===== src/rtl/multdiv_pkg.sv =====
`default_nettype none
// ============================================================================
//  Module      : multdiv_pkg
//  Description : Shared types and constants for the iterative multiply/divide
//                unit: FSM state encoding, iteration count, end-to-end
//                latency and the signed 32-bit minimum value.
//  Revision    : 1.0 - initial release
// ============================================================================
package multdiv_pkg;

    typedef enum logic [2:0] {
        IDLE = 3'd0,
        MUL  = 3'd1,
        DIV  = 3'd2,
        FIX  = 3'd3,
        DONE = 3'd4
    } state_t;

    localparam int          ITER_COUNT = 32;
    localparam int          LATENCY    = 34;
    localparam logic [31:0] INT_MIN    = 32'h8000_0000;

    // Unsigned magnitude of a two's complement word; INT_MIN maps to 2^31.
    function automatic logic [31:0] magnitude(input logic [31:0] value);
        return value[31] ? (~value + 32'd1) : value;
    endfunction

endpackage
`default_nettype wire


===== src/rtl/adder_csel.sv =====
`default_nettype none
// ============================================================================
//  Module      : adder_csel
//  Description : 32-bit carry-select adder. The upper half is evaluated for
//                both carry-in values and selected by the lower-half carry.
//  Revision    : 1.0 - initial release
// ============================================================================
module adder_csel (
    input  logic [31:0] a,
    input  logic [31:0] b,
    input  logic        cin,
    output logic [31:0] sum,
    output logic        cout
);

    logic [16:0] low_sum;
    logic [16:0] high_sum0;
    logic [16:0] high_sum1;

    assign low_sum   = {1'b0, a[15:0]} + {1'b0, b[15:0]} + {16'd0, cin};
    assign high_sum0 = {1'b0, a[31:16]} + {1'b0, b[31:16]};
    assign high_sum1 = {1'b0, a[31:16]} + {1'b0, b[31:16]} + 17'd1;

    assign sum  = {low_sum[16] ? high_sum1[15:0] : high_sum0[15:0], low_sum[15:0]};
    assign cout = low_sum[16] ? high_sum1[16] : high_sum0[16];

endmodule
`default_nettype wire


===== src/rtl/multdiv_counter.sv =====
`default_nettype none
// ============================================================================
//  Module      : multdiv_counter
//  Description : 6-bit iteration counter. Cleared on start or reset, counts
//                while enabled, flags terminal once ITER_COUNT steps are done.
//  Revision    : 1.0 - initial release
// ============================================================================
module multdiv_counter
    import multdiv_pkg::*;
(
    input  logic clock,
    input  logic clear,
    input  logic enable,
    output logic terminal
);

    logic [5:0] count;

    // Iteration count: clear has priority over enable.
    always_ff @(posedge clock) begin
        if (clear) begin
            count <= 6'd0;
        end else if (enable) begin
            count <= count + 6'd1;
        end
    end

    assign terminal = (count == 6'(ITER_COUNT));

endmodule
`default_nettype wire


===== src/rtl/multdiv_unit.sv =====
`default_nettype none
// ============================================================================
//  Module      : multdiv_unit
//  Description : Iterative signed 32-bit multiply (radix-2 Booth) and divide
//                (non-restoring on magnitudes) with a fixed 34-cycle latency
//                and a one-cycle result-ready strobe. One shared adder.
//                Macro MULTDIV_DIV_EN compiles in the divider datapath; without
//                it a divide returns result 0 with the exception flag set.
//  Revision    : 1.0 - initial release
// ============================================================================
module multdiv_unit
    import multdiv_pkg::*;
(
    input  logic        clock,
    input  logic        reset,
    input  logic [31:0] data_operandA,
    input  logic [31:0] data_operandB,
    input  logic        ctrl_MULT,
    input  logic        ctrl_DIV,
    output logic [31:0] data_result,
    output logic        data_exception,
    output logic        data_resultRDY
);

    state_t      state;
    logic [31:0] hi;        // Booth accumulator high word / partial remainder
    logic [31:0] lo;        // multiplier, then product low word / quotient
    logic [31:0] addend;    // multiplicand or divisor magnitude
    logic        q_1;       // Booth look-behind bit
    logic        is_div;
`ifdef MULTDIV_DIV_EN
    logic        rem_sign;  // bit 32 of the partial remainder
    logic        quot_neg;
    logic        div_zero;
    logic        div_ovf;
`endif

    logic        start;
    logic        iter_en;
    logic        iter_done;
    logic [31:0] add_a;
    logic [31:0] add_b;
    logic [31:0] add_sum;
    logic        add_cin;
    logic        add_cout;
    logic        add_top;
    logic        booth_add;
    logic        booth_sub;
    logic [32:0] booth_hi;
    logic [32:0] prod_top;
    logic [31:0] fix_result;
    logic        fix_exc;

    assign start   = ctrl_MULT | ctrl_DIV;
    assign iter_en = ((state == MUL) || (state == DIV)) && !iter_done;

    multdiv_counter u_counter (
        .clock    (clock),
        .clear    (reset | start),
        .enable   (iter_en),
        .terminal (iter_done)
    );

    // Booth pair 01 adds the multiplicand, 10 subtracts it.
    assign booth_add = lo[0] ^ q_1;
    assign booth_sub = lo[0] & ~q_1;

    // Shared adder operand selection for the Booth step or the division step.
    always_comb begin
        add_a   = hi;
        add_b   = booth_sub ? ~addend : addend;
        add_cin = booth_sub;
`ifdef MULTDIV_DIV_EN
        if (state == DIV) begin
            add_a   = {hi[30:0], lo[31]};
            add_b   = rem_sign ? addend : ~addend;
            add_cin = ~rem_sign;
        end
`endif
    end

    adder_csel u_adder (
        .a    (add_a),
        .b    (add_b),
        .cin  (add_cin),
        .sum  (add_sum),
        .cout (add_cout)
    );

    // Bit 32 of the sign-extended 33-bit sum, so the shift never loses sign.
`ifdef MULTDIV_DIV_EN
    assign add_top = (state == DIV) ? (hi[31] ^ ~rem_sign ^ add_cout)
                                    : (add_a[31] ^ add_b[31] ^ add_cout);
`else
    assign add_top = add_a[31] ^ add_b[31] ^ add_cout;
`endif

    assign booth_hi = booth_add ? {add_top, add_sum} : {hi[31], hi};
    assign prod_top = {hi, lo[31]};

    // Sign correction and exception resolution of the finished operation.
    always_comb begin
        fix_result = lo;
        fix_exc    = !((&prod_top) || !(|prod_top));
        if (is_div) begin
`ifdef MULTDIV_DIV_EN
            if (div_zero) begin
                fix_result = 32'd0;
                fix_exc    = 1'b1;
            end else if (div_ovf) begin
                fix_result = INT_MIN;
                fix_exc    = 1'b1;
            end else begin
                fix_result = quot_neg ? (~lo + 32'd1) : lo;
                fix_exc    = 1'b0;
            end
`else
            fix_result = 32'd0;
            fix_exc    = 1'b1;
`endif
        end
    end

    // Control FSM, iteration datapath and registered outputs.
    always_ff @(posedge clock) begin
        if (reset) begin
            state          <= IDLE;
            hi             <= 32'd0;
            lo             <= 32'd0;
            addend         <= 32'd0;
            q_1            <= 1'b0;
            is_div         <= 1'b0;
`ifdef MULTDIV_DIV_EN
            rem_sign       <= 1'b0;
            quot_neg       <= 1'b0;
            div_zero       <= 1'b0;
            div_ovf        <= 1'b0;
`endif
            data_result    <= 32'd0;
            data_exception <= 1'b0;
            data_resultRDY <= 1'b0;
        end else begin
            data_resultRDY <= 1'b0;
            if (start) begin
                // A start in any state (re)loads operands; MULT has priority.
                hi     <= 32'd0;
                q_1    <= 1'b0;
                is_div <= !ctrl_MULT;
                if (ctrl_MULT) begin
                    state  <= MUL;
                    lo     <= data_operandB;
                    addend <= data_operandA;
                end else begin
                    state  <= DIV;
`ifdef MULTDIV_DIV_EN
                    lo       <= magnitude(data_operandA);
                    addend   <= magnitude(data_operandB);
                    rem_sign <= 1'b0;
                    quot_neg <= data_operandA[31] ^ data_operandB[31];
                    div_zero <= (data_operandB == 32'd0);
                    div_ovf  <= (data_operandA == INT_MIN) && (&data_operandB);
`else
                    lo     <= 32'd0;
                    addend <= 32'd0;
`endif
                end
            end else begin
                case (state)
                    MUL: begin
                        if (iter_done) begin
                            state <= FIX;
                        end else begin
                            hi  <= booth_hi[32:1];
                            lo  <= {booth_hi[0], lo[31:1]};
                            q_1 <= lo[0];
                        end
                    end
                    DIV: begin
                        if (iter_done) begin
                            state <= FIX;
                        end else begin
`ifdef MULTDIV_DIV_EN
                            rem_sign <= add_top;
                            hi       <= add_sum;
                            lo       <= {lo[30:0], ~add_top};
`endif
                        end
                    end
                    FIX: begin
                        data_result    <= fix_result;
                        data_exception <= fix_exc;
                        data_resultRDY <= 1'b1;
                        state          <= DONE;
                    end
                    DONE: begin
                        state <= IDLE;
                    end
                    default: begin
                        state <= IDLE;
                    end
                endcase
            end
        end
    end

endmodule
`default_nettype wire


===== config.mk =====
export PLATFORM = sky130hd
export DESIGN_NAME = multdiv_unit
export DESIGN_NICKNAME = d
export VERILOG_FILES = /design/src/rtl/multdiv_pkg.sv /design/src/rtl/adder_csel.sv /design/src/rtl/multdiv_counter.sv /design/src/rtl/multdiv_unit.sv
export SDC_FILE = /design/constraint.sdc
export NUM_CORES = 1
export LEC_CHECK = 0
export ABC_AREA = 1
export CAP_MARGIN = 0
export CORE_MARGIN = 8
export CORE_UTILIZATION = 61
export DETAILED_ROUTE_END_ITERATION = 10
export HOLD_SLACK_MARGIN = 0.1
export PLACE_DENSITY = 0.85
export SYNTH_ARGS = -nofsm -noshare
export SYNTH_HDL_FRONTEND = slang
export SYNTH_SLANG_ARGS = --single-unit

===== constraint.sdc =====
create_clock -name clock -period 5.85 [get_ports clock]
set_input_delay 1.17 -clock clock [delete_from_list [all_inputs] [get_ports clock]]
set_output_delay 1.17 -clock clock [all_outputs]
set_load 0.1 [all_outputs]

Word level (Yosys, flattened, before mapping)

Index checks and enable logic that the tools add are counted.
W data, S select, Z words.

Bits of input ports: 68
Logic and storage cells: 64
Register bits after elaboration: 141
Output and inout bits: 34

Eq/ne operators: 6
Bitwise operators: 10
Multiplexer cells: 16
Add/sub/neg operators: 5
Reduce and logical (&&, ||, !) cells: 16

Operators with widths:

| operator                | count |
|---|---|
| $mux W32                | 8 |
| $add A16 B16 Y17        | 2 |
| $reduce_and A33 Y1      | 1 |
| $reduce_or A33 Y1       | 1 |
| $not A32 Y32            | 1 |
| $add A17 B1 Y17         | 1 |
| $add A17 B1 Y17 const B | 1 |
| $mux W16                | 1 |
| $add A6 B1 Y6 const B   | 1 |
| $eq A3 B2 Y1 const B    | 2 |
| $eq A6 B6 Y1 const B    | 1 |
| $mux W3                 | 2 |
| $pmux W3 S2             | 1 |
| $reduce_and A2 Y1       | 3 |
| $logic_not A1 Y1        | 4 |
| $reduce_or A2 Y1        | 2 |
| $eq A3 B1 Y1 const B    | 1 |
| $mux W1                 | 3 |
| $ne A3 B1 Y1 const B    | 1 |
| $not A1 Y1              | 3 |
| $reduce_and A3 Y1       | 1 |
| $xor A1 B1 Y1           | 3 |
| $logic_or A1 B1 Y1      | 2 |
| $mux W2                 | 1 |
| other kinds (5)         | 6 |

Logic depth before layout (Yosys ltp)

Depth in word-level cells: 10
Gate-level depth with buffers: 23

By module

Synthesis repeated with hierarchy kept, for this count alone.

Cells, all modules: 1220
Area, all modules: 8464.4 um^2

By module, submodules not included:

| module          | area each (um^2) | cells an instance | times used | seq. area each (um^2) |
|---|---|---|---|---|
| multdiv_unit    | 5831.8           | 755               | 1          | 2702.6 |
| adder_csel      | 2334.7           | 424               | 1          | 0.0 |
| multdiv_counter | 297.8            | 41                | 1          | 120.1 |

Least setup slack after synthesis

OpenSTA, ideal clock, no wires.

Kind: register -> register
Start point: register lo[0]
End point: register hi[30], in the netlist add_a[30]
Cell stages (with the launch flop): 22
Buffers on the path: 2
Library setup time: 0.131 ns
Path slack: 2.667 ns
Required time: 5.719 ns
Arrival: 3.052 ns
Cell sequence: dfxtp_1 ha_1 clkbuf_1 clkbuf_1 xor2_1 ha_1 inv_1 fa_1 inv_1 nand3_1 nand2_2 nand2_2 nand2_4 nand3_1 nor2_1 nand3_1 nor2_1 nand3_1 nand2_1 nand3_1 nand2_1 a21oi_2

Longest elaborated chain between the ends: 6
Elaborated cells between the ends (all ways): 9
Classes of those cells: add/sub (4); mux (3); bitwise (2)

RTL lines:

| element                                    | RTL line                                             | source |
|---|---|---|
| from (decl)                                | multdiv_unit.sv:27                                   | `logic [31:0] lo;` |
| from (signal assigned)                     | multdiv_unit.sv:151                                  | `lo <= data_operandB;` |
| from (signal assigned)                     | multdiv_unit.sv:174                                  | `lo <= {booth_hi[0], lo[31:1]};` |
| $and A1 B1 Y1                              | multdiv_unit.sv:66                                   | `assign booth_sub = lo[0] & ~q_1;` |
| $mux W32                                   | multdiv_unit.sv:71                                   | `add_b = booth_sub ? ~addend : addend;` |
| $add A16 B16 Y17, on equally long branches | adder_csel.sv:21, adder_csel.sv:22, adder_csel.sv:20 |  |
| $add A17 B1 Y17, on equally long branches  | adder_csel.sv:22, adder_csel.sv:20                   |  |
| $mux W16                                   | adder_csel.sv:24                                     | `assign sum = {low_sum[16] ? high_sum1[15:0] : high_sum0[15:0], low_sum[15:0]};` |
| $mux W32 *                                 | multdiv_unit.sv:98                                   | `assign booth_hi = booth_add ? {add_top, add_sum} : {hi[31], hi};` |
| to (signal assigned)                       | multdiv_unit.sv:173                                  | `hi <= booth_hi[32:1];` |
| to (decl)                                  | multdiv_unit.sv:26                                   | `logic [31:0] hi;` |

Every way passes the cells marked *; elsewhere a longest branch is shown, timed or not.
A chain may end at the register's enable or synchronous reset.

Worst setup path in the final report

Start point: input port ctrl_DIV
End point: register hi[1], in the netlist add_a[1]

Longest elaborated chain between the ends: 2

RTL lines:

| element                    | RTL line           | source |
|---|---|---|
| from (decl)                | multdiv_unit.sv:19 | `input logic ctrl_DIV,` |
| $or A1 B1 Y1               | multdiv_unit.sv:54 | `assign start = ctrl_MULT \| ctrl_DIV;` |
| $reduce_or A2 Y1 (no line) | --                 |  |

No other way between the ends.

==> impl_metrics.py <==
metrics = {
    "status": {
        "status": "finished clean",
    },
    "synth": {
        "syn_nets": 1282,
        "ys_seq_area_frac": 0.3394,
        "synth_area_leaders": "dfxtp_1 (34%), nand2_1 (14%), a21oi_1 (7.6%), ha_1 (5.6%), inv_1 (5.4%)",
        "synth_most_common_cell": "nand2_1",
        "yosysUniqueCellTypes": 52,
        "synth_edf_count": 0,
        "syn_area_mm2": 0.008317,
        "synth_commonest_cells": "nand2_1 (302), dfxtp_1 (141), a21oi_1 (127), inv_1 (119), o21ai_0 (88)",
        "netlist.area_leader.share": 0.3394,
        "async_reset_ff_frac": 0,
        "synth_seq_cells": 141,
        "yosys.area.top_type": "dfxtp_1",
        "netlist_instances": 1175,
        "yosysWarningCount": 0,
        "ys.flop_type": "dfxtp_1",
        "avgSynthCellArea_um2": 7.078,
    },
    "drt": {
        "drc": 0,
        "via_count": 8231,
        "dr.pass1.iters": 6,
        "postRouteWirelength_mm": 22.19,
        "initialDrtViolationCount": 746,
        "ant_nets": 0,
        "viasPerCell": 5.736,
        "wl_per_cell_um": 15.46,
    },
    "clocking": {
        "cts_setup_buffers": 0,
        "path_clk_slew_ns": 0.06,
        "cts_tree": "yes",
        "post_cts_resize_count": 0,
        "clk_latency_ns": 0.42,
        "clk_path_buf_depth": 2,
        "hold_buffers": 0,
        "cts_root_buf": "clkbuf_16",
        "clock_sinks": 141,
        "numCtsBuffers": 17,
        "h-tree-depth": 4,
    },
    "global_routing": {
        "grt_use_met1": 0.3103,
        "grt_max_degree": 67,
        "grt_overflow": 0,
        "grt_pass1_vias": 8007,
        "busiest_layer": "met2",
        "grt_usage": 0.2512,
        "grt_pass1_wl_mm": 37.14,
        "use_met3": 0.05185,
        "use_met2": 0.4118,
        "grt_antenna_before_repair": 1,
    },
    "floorplan": {
        "die_y_um": 132.8,
        "die_w_um": 132.8,
        "core_area_mm2": 0.01330,
        "die_area_mm2": 0.01763,
        "rows": 42,
        "ios": 102,
        "start_util": 0.6255,
    },
    "min_path": {
        "hold-path-cell-count": 2,
        "hold_start": "lo[26]",
        "hp-class": "flip-flop to flip-flop",
        "min_to": "data_result[26]",
    },
    "timing": {
        "finalClockSkew_ns": 0.009413,
        "hold_viol": 0,
        "hold-worst-slack_ns": 0.4615,
        "tightestPinTransition_ns": 1.155,
        "timing.final.crit_share": 0.6227,
        "slew_headroom": 0.2282,
        "fin_crit_ns": 3.643,
        "rsz0062_at_grt": "no",
        "slew_violations": 0,
        "setup_ws_ns": 2.207,
        "clock.fmax_mhz": 274.5,
        "setup_viol": 0,
        "setup-tns-final_ns": 0,
    },
    "cells_and_area": {
        "post-route-util": 0.7475,
        "nets": 1353,
        "design_area_mm2": 0.009938,
        "antenna_cells": 0,
        "drive_gt1_frac": 0.07943,
        "area_delta_synth_final_pct": 19.50,
        "finalNonFillerCells": 1435,
    },
    "worst_setup_path": {
        "cp-end-kind": "flip-flop",
        "cp.arrival_ns": 3.96,
        "crit_path_max_incr_delay_ns": 0.59,
        "cp.required_ns": 6.17,
        "reg2reg_slack_ns": 2.53,
        "ff2ff_path_depth": 16,
        "timing.rr.start": "lo[0]",
        "worstSetupPathType": "primary input to flip-flop",
        "slowest_stage": "inv_1",
        "path_depth": 7,
        "crit_fanout": 40,
        "worst-path-buf-inv": 4,
        "crit_start": "ctrl_DIV",
        "regToRegEndpoint": "add_a[29]",
        "crit_family": "buffers and inverters",
        "start_kind": "primary input",
        "path_cells": "clkdlybuf4s50_1 -> nor2_2 -> inv_1 -> nor2_2 -> buf_4 -> inv_1 -> a311oi_1",
    },
    "placement": {
        "post-place-ws_ns": 1.846,
        "dp_hpwl_mm": 15.65,
        "dpl_cell_area_mm2": 0.009366,
        "gp_congestion": 0.8775,
        "numPlacedInstances": 1403,
        "numPortBuffers": 101,
    },
    "power": {
        "leakagePower_nw": 4.145,
        "power_per_cell_area_mw_per_mm2": 244.3,
        "finalPower_mw": 2.428,
        "ir_worst_vdd_v": 0.0002077,
    },
    "run": {
        "cap_violations": 0,
    },
}
[how the worst max path moves through the flow]
| stage | endpoint | slack, ns |
|---|---|---|
| 2_1_floorplan | add_a[30] | 2.67 |
| 3_3_place_gp | add_a[1] | 1.90 |
| 3_5_place_dp | add_a[1] | 1.85 |
| 4_1_cts | add_a[1] | 2.25 |
| 5_1_grt | add_a[1] | 1.94 |
| 6_report | add_a[1] | 2.21 |
[kinds of logic after synthesis]
group,count (synthesis),share of synthesized area
AND/OR/NAND/NOR,471,0.2546
AO/OA/AOI/OAI,296,0.2133
buffers and inverters,187,0.08816
flip-flops,141,0.3394
XOR/XNOR,41,0.04408
adder cells (fa/ha/maj),39,0.06048
[report_power, final]
group	leakage (nW)	total (mW)	internal, mW	switching [mW]
clock	0.287	1.04	0.625	0.420
combinational	2.71	0.369	0.143	0.226
sequential	1.15	1.01	0.992	0.0216
total	4.14	2.43	1.76	0.667
[area by class of cell]
type                            instances  area (um2)
Clock buffer                           17       425.4
Clock inverter                         15       146.4
Fill cell                            1006        3357
Inverter                              131       496.7
Multi-Input combinational cell        847        4768
Sequential cell                       141        2823
Tap cell                              176       220.2
Timing Repair Buffer                  108        1059
[per-layer routing]
metal / wire (um) / vias up
li1: - / 4093
met4: 665 / 2
met3: 1297 / 55
met5: 12 / -
met1: 9823 / 3804
met2: 10390 / 277
[sequential cells by signal, indices dropped and copies added (netlist names)]
signal / count
add_a: 32
addend: 32
data_result: 32
lo: 32
u_counter.count: 6
state: 3
data_exception: 1
data_resultRDY: 1
is_div: 1
q_1: 1
[worst min-delay path: stages, from the launching register on]
cell and delay, ns:
dfxtp_1 0.31, nand2_1 0.06, a21oi_1 0.05
[layout by cell type, fill, tap and decap left out, types with 4 or more instances in the layout]
master / n
xor2_1: 36
a21oi_2: 4
buf_4: 7
a32o_1: 32
xnor2_1: 4
nor4_1: 11
nor2_2: 8
nand2_2: 15
o21ai_1: 5
inv_2: 10
o21ai_0: 88
nor3_1: 12
a21oi_1: 127
clkdlybuf4s50_1: 100
nand4_1: 17
ha_1: 36
clkbuf_16: 17
clkinv_2: 7
nor2_1: 35
nand3_1: 48
dfxtp_1: 141
o21a_1: 9
nand2_1: 302
inv_1: 119
nand3_2: 6
o221ai_1: 4
o211ai_1: 10
No activity file was read; power rests on OpenSTA's default activity.
==> RTL edit, RTL diff (same settings) <==
The 5 states of `state_t` get a one-hot encoding in 5 bits.
--- a/src/rtl/multdiv_pkg.sv
+++ b/src/rtl/multdiv_pkg.sv
@@ -10,8 +10,8 @@
 
-    typedef enum logic [2:0] {
-        IDLE = 3'd0,
-        MUL  = 3'd1,
-        DIV  = 3'd2,
-        FIX  = 3'd3,
-        DONE = 3'd4
+    typedef enum logic [4:0] {
+        IDLE = 5'b00001,
+        MUL  = 5'b00010,
+        DIV  = 5'b00100,
+        FIX  = 5'b01000,
+        DONE = 5'b10000
     } state_t;
Formal check against the unedited RTL: same outputs for any inputs over 10 cycles, from zero or initial values and one cycle with reset high; not proved beyond that.
==> RTL edit against the original RTL <==
Sequential cell count increased by 2; maximum frequency increased by 1.7%; final cell count increased by 1.5%; routed wire length increased by 0.68%; critical path type unchanged; register-to-register slack about the same; area after synthesis increased by 1.3%; power decreased by 2.3%; non-clock buffer count increased by 4; clock power decreased by 4%; design area increased by 1.3%; worst setup slack improved by 62 ps; largest power group is now sequential cells.
==> RTL edit: results (changes against the original RTL) <==
sequential area share after synthesis 34.0% (was 33.9%); WP data arrival 3890 ps (was 3960 ps); status finished clean (unchanged); syn_nets 1298 (was 1282); hold path startpoint data_result[10] (was lo[26]); WHS Path Cells 2 (unchanged); delay-heaviest family, CP simple AND/OR/NAND/NOR gates (was buffers and inverters); synth top area cells dfxtp_1 34%, nand2_1 13%, a21oi_1 7.7%, ha_1 5.5%, o21ai_0 5.3% (was dfxtp_1 34%, nand2_1 14%, a21oi_1 7.6%, ha_1 5.6%, inv_1 5.4%); first-pass GRT wire length 37800 microns (was 37100 microns); async set-reset flop share out of synthesis 0% (unchanged); max incr delay on CP 1020 ps (was 590 ps); pin slew with the least headroom to its limit 1140 ps (was 1150 ps); P_int 0.00170 W (was 0.00176 W); H-tree levels 4 (unchanged); Cell Area, Placed 9520 sq um (was 9370 sq um); R2R Path End add_a[28] (was add_a[29]); P_leak 4.17 nW (was 4.14 nW); CTS Buf Count 17 (unchanged); Setup Buffers After CTS 0 (unchanged); GPL Wtd Cong 0.872 (was 0.878); maximum vdd drop 0.160 mV (was 0.208 mV); drt first pass iters 5 (was 6); FF-to-FF path depth 19 (was 16); CP max FO 61 (was 40); vias in the first global route 8126 (was 8007); GRT Resource Usage Total 25.5% (was 25.1%); Nets 1371 (was 1353); vias 8207 (was 8231); DR iter-0 viols 679 (was 746); pin count of the biggest net entering global routing 66 (was 67); Hold EP data_result[10] (was data_result[26]); initial antenna violation count 0 (was 1); Commonest cells post-synth 286 x nand2_1, 143 x dfxtp_1, 130 x a21oi_1 (was 302 x nand2_1, 141 x dfxtp_1, 127 x a21oi_1); clk_skew 8.32 ps (was 9.41 ps); Crit-path slowest cell nor2_4 (was inv_1); share of layout cells above drive strength 1 9.95% (was 7.94%); Netlist cell types 46 (was 52); hpwl dp 15900 microns (was 15600 microns); top_reg_cell synth dfxtp_1 (unchanged); post-DR wirelength/cell 15.3 microns (was 15.5 microns); CTS max path bufs 2 (unchanged)
[RTL edit: worst max path at each step]
stage,start,cells after the start,endpoint
floorplan,lo[0],18,add_a[25]
global placement,ctrl_DIV,7,lo[0]
detailed placement,ctrl_DIV,7,lo[0]
CTS,ctrl_DIV,7,lo[0]
global route,ctrl_DIV,7,lo[0]
finish,ctrl_DIV,7,lo[0]
[RTL edit: power groups by stage]
stage | logic (W) | clock network, W | registers, W
after detailed placement | 0.000339 | 0 | 0.00104
after floorplan | 0.000240 | 0 | 0.00104
after CTS | 0.000342 | 0.00101 | 0.00102
final | 0.000344 | 0.00100 | 0.00102
after global routing | 0.000384 | 0.00106 | 0.00103
after global placement | 0.000331 | 0 | 0.00104
[RTL edit: final cells by class]
class                   instances  area, sq um
inverters                     135          509
clock buffers                  19          443
multi-input cells             855         4840
fillers                      1136         3600
clock inverters                13          104
flip-flops and latches        143         2860
well taps                     180          225
repair buffers                112         1090
[RTL edit: stage by stage]
step	total power (W)	cells	util [%]	hold slack [ps]	setup slack, ps
CTS	0.00238	1457	73.7	463	2360
global route	0.00247	1457	73.7	476	2000
finish	0.00237	1457	73.7	464	2270
detailed placement	0.00138	1425	69.7	454	1920
floorplan	0.00128	1191	-	433	2750
global placement	0.00137	1425	69.7	446	1990
[RTL edit: cell families (layout without fill, tap and decap cells)]
group,after synthesis,count (layout),synth area share (%)
and+or+nand+nor,479,479,26.1
AOI/OAI and AO/OA,296,296,20.9
buffers and inverters,193,279,8.82
DFF,143,143,34.0
xor gates and xnor gates,41,41,4.26
adders and majority gates,39,39,5.97
[RTL edit: layer usage]
layer	GRT usage (%)	vias to the layer above	wire (microns)	share of wire, %
met3	5.38	42	1400	6.2
met4	9.42	0	478	2.1
met5	0	-	0	0
met2	42.3	260	10600	47
li1	-	4134	-	-
met1	31.9	3771	9870	44
